[config.mk]
export PLATFORM = sky130hd
export DESIGN_NAME = mem_arbiter_flat
export DESIGN_NICKNAME = d
export VERILOG_FILES = /design/src/rtl/mem_arbiter_if.sv /design/src/rtl/mem_arbiter.sv /design/src/flat_wrapper.sv
export SDC_FILE = /design/constraint.sdc
export NUM_CORES = 1
export LEC_CHECK = 0
export ABC_AREA = 1
export CAP_MARGIN = 20
export CORE_ASPECT_RATIO = 0.75
export CORE_MARGIN = 2
export CORE_UTILIZATION = 50
export DETAILED_ROUTE_END_ITERATION = 16
export PLACE_DENSITY = 0.86
export SKIP_CTS_REPAIR_TIMING = 1
export SYNTH_ARGS = -nofsm -noshare
export SYNTH_HDL_FRONTEND = slang
export SYNTH_SLANG_ARGS = --single-unit
export TNS_END_PERCENT = 10
[constraint.sdc]
create_clock -name clk -period 1.9 [get_ports clk]
set_input_delay 0.38 -clock clk [delete_from_list [all_inputs] [get_ports clk]]
set_output_delay 0.38 -clock clk [all_outputs]
set_load 0.05 [all_outputs]
[src/rtl/mem_arbiter_if.sv]
// mem_arbiter_if: requester and memory-side handshake/bus signals of mem_arbiter.
// slave modport is the arbiter's view; master is the environment's view
// (requesters plus memory).
interface mem_arbiter_if #(
  parameter int ADDR_W = 12,
  parameter int DATA_W = 8
);
  // requester 0 (cpu)
  logic              r0_rd_req;
  logic [ADDR_W-1:0] r0_rd_addr;
  logic [DATA_W-1:0] r0_rd_data;
  logic              r0_rd_ack;
  logic              r0_wr_req;
  logic [ADDR_W-1:0] r0_wr_addr;
  logic [DATA_W-1:0] r0_wr_data;
  logic              r0_wr_ready;
  // requester 1 (auxiliary master)
  logic              r1_rd_req;
  logic [ADDR_W-1:0] r1_rd_addr;
  logic [DATA_W-1:0] r1_rd_data;
  logic              r1_rd_ack;
  logic              r1_wr_req;
  logic [ADDR_W-1:0] r1_wr_addr;
  logic [DATA_W-1:0] r1_wr_data;
  logic              r1_wr_ready;
  // memory read/write ports
  logic              mem_read;
  logic [ADDR_W-1:0] mem_read_addr;
  logic [DATA_W-1:0] mem_read_data;
  logic              mem_read_ack;
  logic              mem_write;
  logic [ADDR_W-1:0] mem_write_addr;
  logic [DATA_W-1:0] mem_write_data;
  logic              timeout_err;

  modport slave (
    input  r0_rd_req, r0_rd_addr, r0_wr_req, r0_wr_addr, r0_wr_data,
    input  r1_rd_req, r1_rd_addr, r1_wr_req, r1_wr_addr, r1_wr_data,
    input  mem_read_data, mem_read_ack,
    output r0_rd_data, r0_rd_ack, r0_wr_ready,
    output r1_rd_data, r1_rd_ack, r1_wr_ready,
    output mem_read, mem_read_addr, mem_write, mem_write_addr, mem_write_data,
    output timeout_err
  );

  modport master (
    output r0_rd_req, r0_rd_addr, r0_wr_req, r0_wr_addr, r0_wr_data,
    output r1_rd_req, r1_rd_addr, r1_wr_req, r1_wr_addr, r1_wr_data,
    output mem_read_data, mem_read_ack,
    input  r0_rd_data, r0_rd_ack, r0_wr_ready,
    input  r1_rd_data, r1_rd_ack, r1_wr_ready,
    input  mem_read, mem_read_addr, mem_write, mem_write_addr, mem_write_data,
    input  timeout_err
  );
endinterface

[src/rtl/mem_arbiter.sv]
// mem_arbiter: shares one memory read port and one write port between two
// requesters. Reads go through an IDLE/READ/DONE grant FSM with round-robin
// tie-break; each requester has a one-entry write buffer, and a requester's
// read is held off while its own write is still buffered.
// Optional: define MEM_ARB_TIMEOUT_EN to force READ completion (data all-ones,
// sticky timeout_err) after TIMEOUT_CYCLES cycles without mem_read_ack.

// One-entry write buffer for a single requester.
module mem_arb_wbuf #(
  parameter int ADDR_W = 12,
  parameter int DATA_W = 8
) (
  input  logic              clk,
  input  logic              rst_n,
  input  logic              wr_req,
  input  logic [ADDR_W-1:0] wr_addr,
  input  logic [DATA_W-1:0] wr_data,
  input  logic              drain,
  output logic              accept,
  output logic              full,
  output logic [ADDR_W-1:0] addr,
  output logic [DATA_W-1:0] data
);
  // a write arriving while full is dropped
  assign accept = wr_req & ~full;

  // capture on accept, empty after the cycle the entry was on mem_write
  always_ff @(posedge clk or negedge rst_n) begin
    if (!rst_n) begin
      full <= 1'b0;
      addr <= '0;
      data <= '0;
    end else if (accept) begin
      full <= 1'b1;
      addr <= wr_addr;
      data <= wr_data;
    end else if (drain) begin
      full <= 1'b0;
    end
  end
endmodule

module mem_arbiter #(
  parameter int ADDR_W         = 12,
  parameter int DATA_W         = 8,
  parameter int TIMEOUT_CYCLES = 16
) (
  input  logic          clk,
  input  logic          rst_n,
  mem_arbiter_if.slave  bus
);
  localparam int NUM_REQ = 2;

  typedef enum logic [1:0] {IDLE = 2'd0, READ = 2'd1, DONE = 2'd2} state_t;

  state_t state_q, state_d;

  logic [NUM_REQ-1:0]             rd_req, wr_req, eligible;
  logic [NUM_REQ-1:0][ADDR_W-1:0] rd_addr, wr_addr, wb_addr;
  logic [NUM_REQ-1:0][DATA_W-1:0] wr_data, wb_data, rd_data_q;
  logic [NUM_REQ-1:0]             wb_accept, wb_full, full_n, drain_q, drain_d, rd_ack_q;

  // grant_q is both the latched grant and last_grant; resets to 1 so r0 wins the first tie
  logic              grant_q, grant_d;
  logic              start_rd, finish_rd, timed_out;
  logic              mem_read_q;
  logic [ADDR_W-1:0] mem_read_addr_q;
  logic              mem_write_q;
  logic [ADDR_W-1:0] mem_write_addr_q, mw_addr_d;
  logic [DATA_W-1:0] mem_write_data_q, mw_data_d;

  assign rd_req  = {bus.r1_rd_req,  bus.r0_rd_req};
  assign rd_addr = {bus.r1_rd_addr, bus.r0_rd_addr};
  assign wr_req  = {bus.r1_wr_req,  bus.r0_wr_req};
  assign wr_addr = {bus.r1_wr_addr, bus.r0_wr_addr};
  assign wr_data = {bus.r1_wr_data, bus.r0_wr_data};

  for (genvar g = 0; g < NUM_REQ; g++) begin : g_wbuf
    mem_arb_wbuf #(.ADDR_W(ADDR_W), .DATA_W(DATA_W)) u_wbuf (
      .clk     (clk),
      .rst_n   (rst_n),
      .wr_req  (wr_req[g]),
      .wr_addr (wr_addr[g]),
      .wr_data (wr_data[g]),
      .drain   (drain_q[g]),
      .accept  (wb_accept[g]),
      .full    (wb_full[g]),
      .addr    (wb_addr[g]),
      .data    (wb_data[g])
    );
  end

  // a pending own write blocks the read so it observes that write
  assign eligible = rd_req & ~wb_full;

`ifdef MEM_ARB_TIMEOUT_EN
  localparam int TMO_W = $clog2(TIMEOUT_CYCLES + 1);
  logic [TMO_W-1:0] tmo_cnt_q;
  logic             timeout_err_q;

  // READ-cycle counter, cleared on entry to READ; sticky error flag
  always_ff @(posedge clk or negedge rst_n) begin
    if (!rst_n) begin
      tmo_cnt_q     <= '0;
      timeout_err_q <= 1'b0;
    end else begin
      if (start_rd)              tmo_cnt_q <= '0;
      else if (state_q == READ)  tmo_cnt_q <= tmo_cnt_q + 1'b1;
      if (timed_out)             timeout_err_q <= 1'b1;
    end
  end

  assign bus.timeout_err = timeout_err_q;
`else
  assign bus.timeout_err = 1'b0;
`endif

  // read FSM state register
  always_ff @(posedge clk or negedge rst_n) begin
    if (!rst_n) state_q <= IDLE;
    else        state_q <= state_d;
  end

  // read FSM next state, grant choice and completion decode
  always_comb begin
    state_d   = state_q;
    grant_d   = grant_q;
    start_rd  = 1'b0;
    finish_rd = 1'b0;
    timed_out = 1'b0;
    case (state_q)
      IDLE: if (|eligible) begin
        start_rd = 1'b1;
        state_d  = READ;
        grant_d  = (&eligible) ? ~grant_q : eligible[1];
      end
      READ: if (bus.mem_read_ack) begin
        finish_rd = 1'b1;
        state_d   = DONE;
      end
`ifdef MEM_ARB_TIMEOUT_EN
      else if (tmo_cnt_q == TMO_W'(TIMEOUT_CYCLES - 1)) begin
        finish_rd = 1'b1;
        timed_out = 1'b1;
        state_d   = DONE;
      end
`endif
      DONE:    state_d = IDLE;
      default: state_d = IDLE;
    endcase
  end

  // read datapath: grant/address latch, mem_read strobe, ack pulse and data
  always_ff @(posedge clk or negedge rst_n) begin
    if (!rst_n) begin
      grant_q         <= 1'b1;
      mem_read_q      <= 1'b0;
      mem_read_addr_q <= '0;
      rd_ack_q        <= '0;
      rd_data_q       <= '0;
    end else begin
      rd_ack_q <= '0;
      if (start_rd) begin
        grant_q         <= grant_d;
        mem_read_q      <= 1'b1;
        mem_read_addr_q <= rd_addr[grant_d];
      end else if (finish_rd) begin
        mem_read_q          <= 1'b0;
        rd_ack_q[grant_q]   <= 1'b1;
        rd_data_q[grant_q]  <= timed_out ? {DATA_W{1'b1}} : bus.mem_read_data;
      end
    end
  end

  // pick next write to drain from post-edge buffer contents; lowest index wins
  always_comb begin
    full_n    = (wb_full & ~drain_q) | wb_accept;
    drain_d   = '0;
    mw_addr_d = '0;
    mw_data_d = '0;
    for (int i = NUM_REQ - 1; i >= 0; i--) begin
      if (full_n[i]) begin
        drain_d    = '0;
        drain_d[i] = 1'b1;
        mw_addr_d  = wb_accept[i] ? wr_addr[i] : wb_addr[i];
        mw_data_d  = wb_accept[i] ? wr_data[i] : wb_data[i];
      end
    end
  end

  // registered write strobe; drain_q tells the buffer it is on the bus this cycle
  always_ff @(posedge clk or negedge rst_n) begin
    if (!rst_n) begin
      drain_q          <= '0;
      mem_write_q      <= 1'b0;
      mem_write_addr_q <= '0;
      mem_write_data_q <= '0;
    end else begin
      drain_q          <= drain_d;
      mem_write_q      <= |drain_d;
      mem_write_addr_q <= mw_addr_d;
      mem_write_data_q <= mw_data_d;
    end
  end

  assign bus.r0_rd_data     = rd_data_q[0];
  assign bus.r1_rd_data     = rd_data_q[1];
  assign bus.r0_rd_ack      = rd_ack_q[0];
  assign bus.r1_rd_ack      = rd_ack_q[1];
  assign bus.r0_wr_ready    = ~wb_full[0];
  assign bus.r1_wr_ready    = ~wb_full[1];
  assign bus.mem_read       = mem_read_q;
  assign bus.mem_read_addr  = mem_read_addr_q;
  assign bus.mem_write      = mem_write_q;
  assign bus.mem_write_addr = mem_write_addr_q;
  assign bus.mem_write_data = mem_write_data_q;
endmodule

[src/flat_wrapper.sv]
// flat-port wrapper written by rule: the top's interface ports become plain ports
module mem_arbiter_flat 
#(
  parameter int ADDR_W         = 12,
  parameter int DATA_W         = 8,
  parameter int TIMEOUT_CYCLES = 16
)
  (clk, rst_n, bus_r0_rd_req, bus_r0_rd_addr, bus_r0_wr_req, bus_r0_wr_addr, bus_r0_wr_data, bus_r1_rd_req, bus_r1_rd_addr, bus_r1_wr_req, bus_r1_wr_addr, bus_r1_wr_data, bus_mem_read_data, bus_mem_read_ack, bus_r0_rd_data, bus_r0_rd_ack, bus_r0_wr_ready, bus_r1_rd_data, bus_r1_rd_ack, bus_r1_wr_ready, bus_mem_read, bus_mem_read_addr, bus_mem_write, bus_mem_write_addr, bus_mem_write_data, bus_timeout_err);
  mem_arbiter_if #(.ADDR_W(ADDR_W), .DATA_W(DATA_W)) bus_i ();
  input  logic clk;
  input  logic rst_n;
  input wire logic [$bits(bus_i.r0_rd_req)-1:0] bus_r0_rd_req;
  input wire logic [$bits(bus_i.r0_rd_addr)-1:0] bus_r0_rd_addr;
  input wire logic [$bits(bus_i.r0_wr_req)-1:0] bus_r0_wr_req;
  input wire logic [$bits(bus_i.r0_wr_addr)-1:0] bus_r0_wr_addr;
  input wire logic [$bits(bus_i.r0_wr_data)-1:0] bus_r0_wr_data;
  input wire logic [$bits(bus_i.r1_rd_req)-1:0] bus_r1_rd_req;
  input wire logic [$bits(bus_i.r1_rd_addr)-1:0] bus_r1_rd_addr;
  input wire logic [$bits(bus_i.r1_wr_req)-1:0] bus_r1_wr_req;
  input wire logic [$bits(bus_i.r1_wr_addr)-1:0] bus_r1_wr_addr;
  input wire logic [$bits(bus_i.r1_wr_data)-1:0] bus_r1_wr_data;
  input wire logic [$bits(bus_i.mem_read_data)-1:0] bus_mem_read_data;
  input wire logic [$bits(bus_i.mem_read_ack)-1:0] bus_mem_read_ack;
  output wire logic [$bits(bus_i.r0_rd_data)-1:0] bus_r0_rd_data;
  output wire logic [$bits(bus_i.r0_rd_ack)-1:0] bus_r0_rd_ack;
  output wire logic [$bits(bus_i.r0_wr_ready)-1:0] bus_r0_wr_ready;
  output wire logic [$bits(bus_i.r1_rd_data)-1:0] bus_r1_rd_data;
  output wire logic [$bits(bus_i.r1_rd_ack)-1:0] bus_r1_rd_ack;
  output wire logic [$bits(bus_i.r1_wr_ready)-1:0] bus_r1_wr_ready;
  output wire logic [$bits(bus_i.mem_read)-1:0] bus_mem_read;
  output wire logic [$bits(bus_i.mem_read_addr)-1:0] bus_mem_read_addr;
  output wire logic [$bits(bus_i.mem_write)-1:0] bus_mem_write;
  output wire logic [$bits(bus_i.mem_write_addr)-1:0] bus_mem_write_addr;
  output wire logic [$bits(bus_i.mem_write_data)-1:0] bus_mem_write_data;
  output wire logic [$bits(bus_i.timeout_err)-1:0] bus_timeout_err;
  assign bus_i.r0_rd_req = bus_r0_rd_req;
  assign bus_i.r0_rd_addr = bus_r0_rd_addr;
  assign bus_i.r0_wr_req = bus_r0_wr_req;
  assign bus_i.r0_wr_addr = bus_r0_wr_addr;
  assign bus_i.r0_wr_data = bus_r0_wr_data;
  assign bus_i.r1_rd_req = bus_r1_rd_req;
  assign bus_i.r1_rd_addr = bus_r1_rd_addr;
  assign bus_i.r1_wr_req = bus_r1_wr_req;
  assign bus_i.r1_wr_addr = bus_r1_wr_addr;
  assign bus_i.r1_wr_data = bus_r1_wr_data;
  assign bus_i.mem_read_data = bus_mem_read_data;
  assign bus_i.mem_read_ack = bus_mem_read_ack;
  assign bus_r0_rd_data = bus_i.r0_rd_data;
  assign bus_r0_rd_ack = bus_i.r0_rd_ack;
  assign bus_r0_wr_ready = bus_i.r0_wr_ready;
  assign bus_r1_rd_data = bus_i.r1_rd_data;
  assign bus_r1_rd_ack = bus_i.r1_rd_ack;
  assign bus_r1_wr_ready = bus_i.r1_wr_ready;
  assign bus_mem_read = bus_i.mem_read;
  assign bus_mem_read_addr = bus_i.mem_read_addr;
  assign bus_mem_write = bus_i.mem_write;
  assign bus_mem_write_addr = bus_i.mem_write_addr;
  assign bus_mem_write_data = bus_i.mem_write_data;
  assign bus_timeout_err = bus_i.timeout_err;
  mem_arbiter #(.ADDR_W(ADDR_W), .DATA_W(DATA_W), .TIMEOUT_CYCLES(TIMEOUT_CYCLES)) u_core (.clk(clk), .rst_n(rst_n), .bus(bus_i));
endmodule
==> run metrics <==
Clk Latency, worst-skew pair=0.36 ns; critical path class=reg -> out; Critical Path Start Type=flip-flop; Overflow after GRT=0; worst-margin pin slew=0.521 ns; Final Hold Slack=between 0.4 and 0.5 ns; vias post-DR=3,488; ant diodes=0; max_cap viols=0; Fillers=568; routed vias/inst=4.91; core area=7990 um2; CTS tree=yes; routed length per instance=14.4 um; Max transition margin=65.2%; First-pass DRT Iterations=5; fin crit share=97.8%; Setup Skew=0.0127 ns; Distinct cells, synth=19; crit path capture type=output pin; Num Clock Sinks=99; Peak Freq=approximately 540 MHz; Max IR drop VDD=1010 uV; leak pwr=approximately 3.6 nW; antenna violations before repair=0; gpl congestion=between 0.8 and 0.9; grt met3 use=5.65%; average size of a mapped cell=8.95 um2; Global Route Usage Sum=a little under a quarter; most frequent cells in the layout=nand2_1 (202), dfrtp_1 (98), clkdlybuf4s50_1 (78); CP max FO=1; Design Power=10.1 mW; Worst R2R Path Depth=5; Mapped Nets=between 500 and 600; WL final=10.2 mm; H-Tree Depth=3; hold crit path type=reg -> reg; DPL Wire Length=7.46 mm; Fin. Hold Viols=0; vias in the first global route=3,513; most common cell after layout, fill and taps aside=nand2_1; proportion of layout cells with a drive suffix above 1=12.6%; max-slew violations=0; Placed Cells=a little under 700; max incr delay on CP=approximately 0.8 ns; Ys Warns=0; area of the multi-input gates=1360 um2; Worst EP arrival=around 1.5 ns; CP Buf/Inv Count=1; cells after synthesis=465; slowest CP cell=clkdlybuf4s50_1; Final nets=approximately 680; DIE AREA=9080 um2; Area Growth Syn to Fin=41.3%; crit path cell chain=clkdlybuf4s50_1; # IOs=134; num rows=28; Worst Path Required=about 1.5 ns; P per Cell Area=1710 nW/um2; met1 Use GR=between 20% and 30%; CTS Root Cell=clkbuf_8; Crit path max-delay family=buffers and inverters; Setup Viol. Count Final=0; sequential area share after synthesis=59.5%; largest net degree at the start of global routing=38; PortBufs=approximately 130; Register Area=~2500 um2; RSZ-0062 raised after global routing=no; Routed Antenna Nets=0; chip width=109 um; WHS Path Cells=2; Post-route DRC=0; status=finished, final reports clean; first-pass GRT wire length=about 16 mm; clock buffer count from CTS=9; Finished Layout Cells=710; gr busiest metal=met2; cell count along the critical path=1; Yosys reg bits=approximately 100; Tmin final=approximately 1.9 ns; drt initial violations=128; CTS clock-pin slew for the worst setup and hold paths=around 0.09 ns; clock buffer depth=2; Starting Density=around 52%; Die H=slightly above 80 um; cell area after synthesis=4160 um2; met2 usage=a little under two fifths
-- final cells by class --
cell class | instances | share of cell area [%]
Tap cell | 105 | 2.23
Multi-Input combinational cell | 299 | 23.1
Clock inverter | 4 | 0.447
Timing Repair Buffer | 147 | 26.8
Sequential cell | 99 | 42.1
Inverter | 44 | 2.81
Clock buffer | 12 | 2.47
-- state kept, by name (all words and copies together), names as in the netlist, 8 cells and up --
signal                     count
u_core.g_wbuf.u_wbuf.addr     24
u_core.bus.mem_read_addr      12
u_core.bus.r1_rd_data          8
u_core.bus.mem_write_data      8
u_core.g_wbuf.u_wbuf.data     16
u_core.bus.r0_rd_data          8
u_core.bus.mem_write_addr     12
-- worst paths after layout --
| path | startpoint | endpoint | slack, ns |
|---|---|---|---|
| worst max-delay path | u_core.bus.mem_write_data[1] | bus_mem_write_data[1] | 0.04 |
| worst min-delay path | u_core.g_wbuf[0].u_wbuf.data[2] | u_core.g_wbuf[0].u_wbuf.data[2] | 0.47 |
| worst max register to register | u_core.grant_q | u_core.bus.mem_read_addr[5] | 0.43 |
| worst min register to register | u_core.g_wbuf[0].u_wbuf.data[2] | u_core.g_wbuf[0].u_wbuf.data[2] | 0.47 |
| max in group asynchronous | rst_n | u_core.g_wbuf[0].u_wbuf.addr[10] | 0.87 |
| min in group asynchronous | rst_n | u_core.bus.mem_read_addr[10] | 0.49 |
-- routing by layer --
layer | part of all wire [%] | vias to the layer above
li1 | - | 1690
met4 | 1.3 | 0
met1 | 41 | 1634
met5 | 0 | -
met2 | 49 | 152
met3 | 8.4 | 12
-- kinds of logic (layout without fill, tap and decap cells) --
kind of cell / count (synthesis) / count (layout) / share of synthesized area, %
compound gates: 20 / 20 / 3.94
simple gates: 278 / 278 / 28.7
flops: 99 / 99 / 59.5
buf+inv: 67 / 207 / 7.75
other cells: 1 / 1 / 0.0901
-- through the flow --
| stage | instance area [um2] | utilization, % | setup slack, ns | setup TNS (ns) |
|---|---|---|---|---|
| 2_1_floorplan | 4160 | - | 0.668 | 0 |
| 3_3_place_gp | 5580 | 69.9 | 0.0680 | 0 |
| 3_5_place_dp | 5580 | 69.9 | -0.0253 | -0.0377 |
| 4_1_cts | 5750 | 72.0 | -0.0405 | -0.634 |
| 5_1_grt | 5880 | 73.6 | 0.00823 | 0 |
| 6_report | 5880 | 73.6 | 0.0419 | 0 |
-- cells in the mapped netlist, drive strengths merged --
cell type	instances	area, um2
nor2	7	46.3
buf	23	158
conb	1	3.75
nand3	58	310
o21ai	20	164
dfrtp	98	2450
inv	44	165
dfstp	1	26.3
or2	1	6.26
nand2	212	831
-- where the power goes --
part / internal (mW) / switching (mW)
sequential: 3.08 / 0.407
combinational: 1.73 / 3.67
clock: 0.511 / 0.679
total: 5.32 / 4.75
Note: power is estimated with default switching activity, not from simulation.
==> edit: new RTL, same flow settings <==
`DATA_W` is set to 8 in 4 places; all go to 6.
--- a/src/rtl/mem_arbiter_if.sv
+++ b/src/rtl/mem_arbiter_if.sv
@@ -3,7 +3,7 @@
 // (requesters plus memory).
 interface mem_arbiter_if #(
   parameter int ADDR_W = 12,
-  parameter int DATA_W = 8
+  parameter int DATA_W = 6
 );
   // requester 0 (cpu)
   logic              r0_rd_req;
--- a/src/rtl/mem_arbiter.sv
+++ b/src/rtl/mem_arbiter.sv
@@ -8,7 +8,7 @@
 // One-entry write buffer for a single requester.
 module mem_arb_wbuf #(
   parameter int ADDR_W = 12,
-  parameter int DATA_W = 8
+  parameter int DATA_W = 6
 ) (
   input  logic              clk,
   input  logic              rst_n,
@@ -42,7 +42,7 @@
 
 module mem_arbiter #(
   parameter int ADDR_W         = 12,
-  parameter int DATA_W         = 8,
+  parameter int DATA_W         = 6,
   parameter int TIMEOUT_CYCLES = 16
 ) (
   input  logic          clk,
--- a/src/flat_wrapper.sv
+++ b/src/flat_wrapper.sv
@@ -2,7 +2,7 @@
 module mem_arbiter_flat 
 #(
   parameter int ADDR_W         = 12,
-  parameter int DATA_W         = 8,
+  parameter int DATA_W         = 6,
   parameter int TIMEOUT_CYCLES = 16
 )
   (clk, rst_n, bus_r0_rd_req, bus_r0_rd_addr, bus_r0_wr_req, bus_r0_wr_addr, bus_r0_wr_data, bus_r1_rd_req, bus_r1_rd_addr, bus_r1_wr_req, bus_r1_wr_addr, bus_r1_wr_data, bus_mem_read_data, bus_mem_read_ack, bus_r0_rd_data, bus_r0_rd_ack, bus_r0_wr_ready, bus_r1_rd_data, bus_r1_rd_ack, bus_r1_wr_ready, bus_mem_read, bus_mem_read_addr, bus_mem_write, bus_mem_write_addr, bus_mem_write_data, bus_timeout_err);
Interface: changed (6 resized); port bits go from 134 to 122. The function was not compared with the original's and may differ.
==> edit against the original RTL <==
- clock skew increased by 0.0036 ns
- register-to-register slack got worse by 0.08 ns
- non-clock buffer count decreased by 16
- area after synthesis decreased by 11%
- total power decreased by 7.8%
- sequential cell count decreased by 10
- wire length decreased by 8.3%
- setup slack got worse by 0.00058 ns
- synthesized cell count decreased by 8.8%
- combinational power decreased by 11%
- via count decreased by 8.4%
- global-route usage increased by 0.49 points
- cell area decreased by 10%
- critical path type unchanged
- critical endpoint is now bus_mem_write_data[4]
- largest cell class unchanged
- largest power group unchanged
- highest routed layer unchanged
==> edit: results (changes against the original RTL) <==
* Hold Worst Slack at 0.0237 ns (-0.450 ns)
* Worst slack at placement at 0.0320 ns (+0.0573 ns)
* Timing startpoint of the critical path: u_core.bus.mem_write_data[4]
* Half-perimeter wire length after detailed placement at 6580 µm (-12%)
* Sequential area share after synthesis at 60.3% (+0.71 points)
* Remaining max-slew budget at the tightest pin at 58.4% (-6.8 points)
* Synthesized net count at 497 (-8.6%)
* Total wirelength of the detailed-routed design at 9360 µm (-8.3%)
* Startpoint of the lowest-slack register-to-register path: u_core.g_wbuf[0].u_wbuf.full
* Worst clock skew on the final layout at 0.0163 ns (+0.00361 ns)
* Final weighted congestion of routability-driven global placement at 0.809 (-5.6%)
* Deepest clock path buffer count at 2 (unchanged)
* Reported leakage power at 3.24 nW (-9.9%)
* Fraction of layout cells with a size suffix above 1 at 7.80% (-4.8 points)
* Wire length of the first global-routing pass at 14,400 µm (-11%)
* Antenna violations before repair at 0 (unchanged)
* Async set or reset register ratio after synthesis at 100% (unchanged)
* Post-Syn Instances at 424 (-8.8%)
* Number of I/O port buffers at 120 (-9.1%)
* GRT Resource Usage Total at 23.2% (+0.49 points)
* Via-to-Cell Ratio at 4.90 (-0.28%)
* Count of nets after finishing at 619 (-8.8%)
* Yosys cell types at 20 (+1)
* Top cells by instance count after synthesis: sky130_fd_sc_hd__nand2_1, sky130_fd_sc_hd__dfrtp_1, sky130_fd_sc_hd__nand3_1
* Synth area leaders: sky130_fd_sc_hd__dfrtp_1, sky130_fd_sc_hd__nand2_1, sky130_fd_sc_hd__nand3_1, sky130_fd_sc_hd__inv_1, sky130_fd_sc_hd__o21ai_0
* Largest net degree at the start of global routing at 49 (+29%)
* Via count of the first global-routing pass at 3,050 (-13%)
* Worst hold path class: input pin to asynchronous set/reset pin
* Warnings, synthesis at 0 (unchanged)
* Worst IR Drop VDD at 999 µV (-1.5%)
* Status: finished, final reports clean
* Wire per inst at 14.3 µm (-0.18%)
* Number of DRC markers after the initial detailed-route iteration at 185 (+45%)
* Cell Area, Placed at 4980 µm² (-11%)
* Instance count after placement with tap cells included at 636 (-8.2%)
-- edit: path summary, 6_finish.rpt --
path	slack, ns	depth (start not counted)	end
min	0.02	1	u_core.bus.mem_write_addr[9]
min reg2reg	0.48	2	u_core.g_wbuf[1].u_wbuf.data[1]
max	0.04	1	bus_mem_write_data[4]
max reg2reg	0.35	6	u_core.bus.mem_write_data[2]
min in group clk	0.48	2	u_core.g_wbuf[1].u_wbuf.data[1]
max in group asynchronous	1.24	2	u_core.g_wbuf[0].u_wbuf.full
-- edit: per-layer routing --
layer | GRT usage, % | vias to the layer above | wire [µm]
met5 | 0 | - | 0
met2 | 37.1 | 127 | 4570
met3 | 5.70 | 8 | 596
met1 | 32.0 | 1520 | 4140
met4 | 5.92 | 0 | 54
li1 | - | 1539 | -
-- edit: cells by family (layout without fill, tap and decap cells) --
| kind of cell | after synthesis | in the layout | synth area share [%] |
|---|---|---|---|
| compound gates | 16 | 16 | 2.47 |
| buf+inv | 62 | 189 | 8.19 |
| flops | 89 | 89 | 60.3 |
| other cells | 1 | 1 | 0.101 |
| simple gates | 256 | 256 | 29.0 |
-- edit: power by group --
group / total (mW) / switching [mW] / internal (mW)
Clock: 1.37 / 0.707 / 0.666
Combinational: 4.80 / 3.30 / 1.51
Sequential: 3.12 / 0.347 / 2.77
Total: 9.29 / 4.35 / 4.94
-- edit: area by class of cell --
| cell class | count | area, µm² |
|---|---|---|
| clock buffers | 10 | 138 |
| well taps | 101 | 126 |
| clock inverters | 6 | 72.6 |
| flip-flops and latches | 89 | 2230 |
| multi-input cells | 273 | 1170 |
| inverters | 42 | 160 |
| fillers | 519 | 1970 |
| repair buffers | 131 | 1400 |
